`src/rtl/wb_reg_file_if.sv`:
```
// Bus bundle between the MEM/WB and ID pipeline stages and the register file.
// The master side drives writeback and read addresses, and the slave side returns data.
interface wb_reg_file_if #(
  parameter int DATA_W = 16,
  parameter int ADDR_W = 3
);
  logic [1:0]        WB_i;
  logic [DATA_W-1:0] FUresult_i;
  logic [DATA_W-1:0] memReadData_i;
  logic [ADDR_W-1:0] RDaddr_i;
  logic [ADDR_W-1:0] RSaddr_i;
  logic [ADDR_W-1:0] RTaddr_i;
  logic [DATA_W-1:0] RSdata_o;
  logic [DATA_W-1:0] RTdata_o;
  logic [DATA_W-1:0] WBdata_o;
  logic [DATA_W-1:0] wbCount_o;

  modport master (
    output WB_i, FUresult_i, memReadData_i, RDaddr_i, RSaddr_i, RTaddr_i,
    input  RSdata_o, RTdata_o, WBdata_o, wbCount_o
  );

  modport slave (
    input  WB_i, FUresult_i, memReadData_i, RDaddr_i, RSaddr_i, RTaddr_i,
    output RSdata_o, RTdata_o, WBdata_o, wbCount_o
  );
endinterface

```
`src/rtl/wb_reg_file.sv`:
```
// Pipeline register file with a hardwired-zero r0, a writeback mux, same-cycle write-to-read
// bypass on both read ports, and a wrapping counter of register-write cycles.
module wb_reg_file #(
  parameter int DATA_W = 16,
  parameter int ADDR_W = 3
) (
  input  logic          clk_i,
  input  logic          rst_n,
  wb_reg_file_if.slave  bus
);
  localparam int NREG = 2 ** ADDR_W;

  logic [DATA_W-1:0] reg_file_reg [NREG];
  logic [DATA_W-1:0] wb_count_reg;
  logic [DATA_W-1:0] wb_count_next;
  logic [DATA_W-1:0] wb_data;
  logic              wr_en;
  logic [ADDR_W-1:0] rd_addr [2];
  logic [DATA_W-1:0] rd_data [2];

  assign wb_data       = bus.WB_i[1] ? bus.memReadData_i : bus.FUresult_i;
  assign wr_en         = bus.WB_i[0] && (bus.RDaddr_i != '0);
  assign wb_count_next = bus.WB_i[0] ? wb_count_reg + 1'b1 : wb_count_reg;

  // Entry 0 is only ever cleared, so it always holds zero.
  always_ff @(posedge clk_i or negedge rst_n) begin
    if (!rst_n) begin
      for (int i = 0; i < NREG; i++) begin
        reg_file_reg[i] <= '0;
      end
      wb_count_reg <= '0;
    end else begin
      if (wr_en) begin
        reg_file_reg[bus.RDaddr_i] <= wb_data;
      end
      wb_count_reg <= wb_count_next;
    end
  end

  assign rd_addr[0] = bus.RSaddr_i;
  assign rd_addr[1] = bus.RTaddr_i;

  // During reset the bypass is masked, so the read ports are forced to zero.
  generate
    for (genvar gi = 0; gi < 2; gi++) begin : g_read_port
      assign rd_data[gi] = (!rst_n || rd_addr[gi] == '0)          ? '0      :
                           (wr_en && rd_addr[gi] == bus.RDaddr_i) ? wb_data :
                                                                    reg_file_reg[rd_addr[gi]];
    end
  endgenerate

  assign bus.RSdata_o  = rd_data[0];
  assign bus.RTdata_o  = rd_data[1];
  assign bus.WBdata_o  = wb_data;
  assign bus.wbCount_o = wb_count_reg;
endmodule

```
`src/flat_wrapper.sv`:
```
// flat-port wrapper written by rule: the top's interface ports become plain ports
module wb_reg_file_flat 
#(
  parameter int DATA_W = 16,
  parameter int ADDR_W = 3
)
  (clk_i, rst_n, bus_WB_i, bus_FUresult_i, bus_memReadData_i, bus_RDaddr_i, bus_RSaddr_i, bus_RTaddr_i, bus_RSdata_o, bus_RTdata_o, bus_WBdata_o, bus_wbCount_o);
  wb_reg_file_if #(.DATA_W(DATA_W), .ADDR_W(ADDR_W)) bus_i ();
  input  logic clk_i;
  input  logic rst_n;
  input wire logic [$bits(bus_i.WB_i)-1:0] bus_WB_i;
  input wire logic [$bits(bus_i.FUresult_i)-1:0] bus_FUresult_i;
  input wire logic [$bits(bus_i.memReadData_i)-1:0] bus_memReadData_i;
  input wire logic [$bits(bus_i.RDaddr_i)-1:0] bus_RDaddr_i;
  input wire logic [$bits(bus_i.RSaddr_i)-1:0] bus_RSaddr_i;
  input wire logic [$bits(bus_i.RTaddr_i)-1:0] bus_RTaddr_i;
  output wire logic [$bits(bus_i.RSdata_o)-1:0] bus_RSdata_o;
  output wire logic [$bits(bus_i.RTdata_o)-1:0] bus_RTdata_o;
  output wire logic [$bits(bus_i.WBdata_o)-1:0] bus_WBdata_o;
  output wire logic [$bits(bus_i.wbCount_o)-1:0] bus_wbCount_o;
  assign bus_i.WB_i = bus_WB_i;
  assign bus_i.FUresult_i = bus_FUresult_i;
  assign bus_i.memReadData_i = bus_memReadData_i;
  assign bus_i.RDaddr_i = bus_RDaddr_i;
  assign bus_i.RSaddr_i = bus_RSaddr_i;
  assign bus_i.RTaddr_i = bus_RTaddr_i;
  assign bus_RSdata_o = bus_i.RSdata_o;
  assign bus_RTdata_o = bus_i.RTdata_o;
  assign bus_WBdata_o = bus_i.WBdata_o;
  assign bus_wbCount_o = bus_i.wbCount_o;
  wb_reg_file #(.DATA_W(DATA_W), .ADDR_W(ADDR_W)) u_core (.clk_i(clk_i), .rst_n(rst_n), .bus(bus_i));
endmodule
```
`config.mk`:
```
export PLATFORM = sky130hd
export DESIGN_NAME = wb_reg_file_flat
export DESIGN_NICKNAME = d
export VERILOG_FILES = /design/src/rtl/wb_reg_file_if.sv /design/src/rtl/wb_reg_file.sv /design/src/flat_wrapper.sv
export SDC_FILE = /design/constraint.sdc
export NUM_CORES = 1
export LEC_CHECK = 0
export BUFFER_PORTS_ARGS = -buffer_cell sky130_fd_sc_hd__buf_2
export CORE_MARGIN = 5
export CORE_UTILIZATION = 40
export DETAILED_ROUTE_END_ITERATION = 8
export PLACE_DENSITY = 0.63
export SLEW_MARGIN = 20
export SYNTH_ARGS = -nofsm -noshare
export SYNTH_HDL_FRONTEND = slang
export SYNTH_SLANG_ARGS = --single-unit
```
`constraint.sdc`:
```
create_clock -name clk_i -period 2.85 [get_ports clk_i]
set_input_delay 0.57 -clock clk_i [delete_from_list [all_inputs] [get_ports clk_i]]
set_output_delay 0.57 -clock clk_i [all_outputs]
set_load 0.02 [all_outputs]
```
==> metrics list <==
- Result of the run: complete, no violations
* Share of cells above drive strength 1: a little over a third
- Clk root buf: sky130_fd_sc_hd__clkbuf_16
- Summed over all nets, the half-perimeter wirelength after detailed placement is around 15,000 um.
* Post-Place Setup Slack: -0.07273 ns
- Ranking of synthesized cells by instance count: sky130_fd_sc_hd__dfrtp_1 (144), sky130_fd_sc_hd__o21ai_0 (80), sky130_fd_sc_hd__nand2_1 (74)
- In this run the worst hold path is classified as in -> async.
* Sink Count: 144
* H-tree levels: 4
- Drt initial violations: approximately 500
- Kind of capture point of the worst setup path: output port
- The worst path needs 2.789 ns of the cycle, external delays included.
* Total Routing Usage GR: roughly a fifth
- TritonCTS built the clock tree.
- During synthesis, Yosys emitted a total of 0 warnings.
* Nets in the synthesized netlist: between 700 and 800
- The placed instances occupy a cell area of between 8000 and 9000 um2.
- Between clock sinks in the finished design, the worst skew comes to 0.003022 ns.
* CP max FO: 8
* Number of filler instances in the final layout: approximately 1,700
- Vias post-DR: between 5,000 and 6,000
- Count of hold-fix buffers inserted at cts: 0
* Insertion delay to the later sink of the worst-skew pair: 0.42 ns
- Crit path launch type: input port
* Routability congestion estimate: ~0.94
- Number of distinct standard cells referenced by the synthesized netlist: 34
- Leakage dissipation: between 4 and 5 nW
- Chip Width: 148.8 um
* Most common cell in the synthesized netlist: sky130_fd_sc_hd__dfrtp_1
- First-pass GRT wire length: 34,850 um
- Primary flip-flop cell chosen by synthesis mapping: sky130_fd_sc_hd__dfrtp_1
* Worst-margin pin slew: 0.9091 ns
- GR Overflow Total: 0
- The finished layout holds about 1,100 standard cells, fillers aside.
- Setup slack after layout: ~0.061 ns
- At the worst endpoint, the arrival time is about 2.2 ns.
* Post-synthesis area per instance: roughly 11 um2
- In this run the count of I/O pins placed on the die edge is between 100 and 150.
- Metal-1 WL: 9142 um
- The synthesized design devotes to its leading area cell type about 47% of total area.
- Highest routed metal layer: met4
- Area delta synth->final: 24.37%
- The final layout contains 857 nets.
- In this run the cell area of the synthesized design comes to just under 8000 um2.
- Routed len/inst: 20.14 um
- Synthesis inferred roughly 140 register bits.
- The initial antenna violation count was 0.
- Ant. Diodes: 0
* Fmax: 358.5 MHz
- Number of flip-flops under the largest register name: about 130
- Setup violations remaining at the end of the flow were counted as 0.
* Post-Syn Instances: between 600 and 700
* Number of enable-type register cells in the synthesized netlist: 0
* Total DRC errors in the routed layout: 0
- Slew Limit Headroom: 39.39%
- Post-synth top area cell: sky130_fd_sc_hd__dfrtp_1
- The die covers 22,140 um2.
* Port buffer count: between 100 and 150
- Setup repair after global routing could not meet its margin everywhere.
* Maximum number of pins on one net before global-route repair: a little over 70
- The setup path with the least slack is of type in -> out.
- Detailed-route vias per instance: around 5.4
* Final antenna-violating net count: 0
- Post-Route Utilization: between 50% and 60%
- In the finished design, the share of the clock period the worst path needs comes to a little over nine tenths.
- The final number of hold-violating endpoints came to 0.
- Vias in the first global route: between 5,000 and 6,000
- Of the synthesized area, sequential elements account for a little under half.
* Number of clock buffers inserted by TritonCTS: 17
- Data on the critical path is required at its endpoint by between 2 and 2.5 ns.
- Clock-pin slew was measured on the worst setup and hold paths at about 0.060 ns.
- The routed design uses about 11,000 um of met2 wire.
* Worst supply voltage drop on vdd: between 0.0004 and 0.0005 V
- For this configuration, the core starts out at a cell density of just over 40%.
- In the post-synthesis netlist, the biggest area contributors are sky130_fd_sc_hd__dfrtp_1 (47%), sky130_fd_sc_hd__mux4_2 (19%), sky130_fd_sc_hd__o21ai_0 (5.2%).
- Number of detailed-route iterations in the first pass: 5
* Wire length on met3: ~1100 um
- From bottom edge to top edge, the die measures around 150 um.
- Number of slew-limit violations in the final report: 0
- Area of the core: ~19,000 um2
- Power density over the cells: slightly below 700 nW/um2
- Maximum number of buffers from clock root to sink: 2
- Finished layout cell area: 9584 um2
- Placement row count: 50
* Routed Wire Length: between 20,000 and 25,000 um
- Fraction of registers with async set or reset after synthesis: 100.0%
- Total instance count after detailed placement: around 1,000
* # Max-Cap Violations: 0
-- worst paths after layout --
check	start	endpoint	slack, ns	cells after the start
worst min-delay path	rst_n	u_core.reg_file_reg[63]	0.22	2
max in group asynchronous	rst_n	u_core.reg_file_reg[104]	1.37	3
min in group clk_i	u_core.reg_file_reg[117]	u_core.reg_file_reg[117]	0.40	0
worst max register to register	u_core.bus.wbCount_o[0]	u_core.bus.wbCount_o[14]	1.18	6
worst max-delay path	bus_RTaddr_i[1]	bus_RTdata_o[14]	0.06	8
worst min register to register	u_core.reg_file_reg[117]	u_core.reg_file_reg[117]	0.40	0
-- where the power goes --
group / internal [mW] / total [mW] / switching, mW
clock network: 1.30 / 2.22 / 0.915
registers: 2.42 / 2.73 / 0.303
logic: 0.793 / 1.64 / 0.847
-- layout by cell type (no fill, tap or decap), types with 2 or more instances in the layout --
| master | count |
|---|---|
| sky130_fd_sc_hd__dfrtp_1 | 144 |
| sky130_fd_sc_hd__buf_2 | 102 |
| sky130_fd_sc_hd__o21ai_0 | 80 |
| sky130_fd_sc_hd__nand2_1 | 74 |
| sky130_fd_sc_hd__mux4_2 | 64 |
| sky130_fd_sc_hd__a21oi_1 | 64 |
| sky130_fd_sc_hd__nor2_1 | 54 |
| sky130_fd_sc_hd__buf_4 | 51 |
| sky130_fd_sc_hd__mux2i_1 | 32 |
| sky130_fd_sc_hd__inv_1 | 18 |
| sky130_fd_sc_hd__clkbuf_16 | 18 |
| sky130_fd_sc_hd__nor2b_1 | 16 |
| sky130_fd_sc_hd__a211oi_1 | 16 |
| sky130_fd_sc_hd__a211oi_2 | 16 |
| sky130_fd_sc_hd__xnor2_1 | 11 |
| sky130_fd_sc_hd__buf_12 | 11 |
| sky130_fd_sc_hd__xor2_1 | 6 |
| sky130_fd_sc_hd__nand4_1 | 5 |
| sky130_fd_sc_hd__inv_6 | 4 |
| sky130_fd_sc_hd__clkinvlp_4 | 4 |
| sky130_fd_sc_hd__nand4b_1 | 3 |
| sky130_fd_sc_hd__clkinv_4 | 3 |
| sky130_fd_sc_hd__xor2_2 | 2 |
| sky130_fd_sc_hd__nor3_1 | 2 |
| sky130_fd_sc_hd__nor4b_2 | 2 |
| sky130_fd_sc_hd__nand3_1 | 2 |
| sky130_fd_sc_hd__bufinv_16 | 2 |
| sky130_fd_sc_hd__buf_6 | 2 |
-- final cells by class --
| class | count | area [um2] | share of cell area, % |
|---|---|---|---|
| multi-input combinational | 462 | 3826 | 39.92 |
| sequential | 144 | 3603 | 37.60 |
| clock buffer | 18 | 429.2 | 4.478 |
| timing repair buffer | 168 | 1176 | 12.27 |
| clock inverter | 14 | 156.4 | 1.632 |
| inverter | 18 | 67.56 | 0.7050 |
| tap | 260 | 325.3 | 3.394 |
-- what timing repair did --
item	CTS	global route
setup buffers	1	5
setup endpoints to repair	4	16
gates resized for setup	2	15
pin swaps	2	3
hold endpoints to repair	0	0
cloned	1	1
-- stage by stage --
step                hold WS, ns  power, mW  setup TNS, ns
floorplan                0.2744      3.784              0
global placement         0.3770      4.319       -0.03281
detailed placement       0.3820      4.368        -0.1057
CTS                      0.2257      6.601      -0.002712
global route             0.2473      6.927       -0.02871
finish                   0.2230      6.583              0
-- layer usage --
metal	vias up	track usage, %
met5	-	0
met4	0	7.140
met3	29	3.677
met2	187	33.48
met1	2911	27.71
li1	2735	-
-- critical path, cell delays in order --
cell and delay, ns:
sky130_fd_sc_hd__buf_8 0.10, sky130_fd_sc_hd__or3_4 0.38, sky130_fd_sc_hd__a2111oi_4 0.28, sky130_fd_sc_hd__buf_4 0.21, sky130_fd_sc_hd__buf_12 0.14, sky130_fd_sc_hd__a211oi_1 0.05
sky130_fd_sc_hd__a211oi_2 0.27, sky130_fd_sc_hd__buf_4 0.19
-- kinds of logic (layout without fill, tap and decap cells) --
group,count (synthesis),count (layout),synth area share (%)
compound gates,180,180,13.74
fa+ha+maj,1,1,0.1623
mux,97,97,23.01
simple gates,165,165,9.353
flops,144,144,46.76
buf+inv,90,218,4.822
xor+xnor,19,19,2.159
Note: power is estimated with default switching activity, not from simulation.
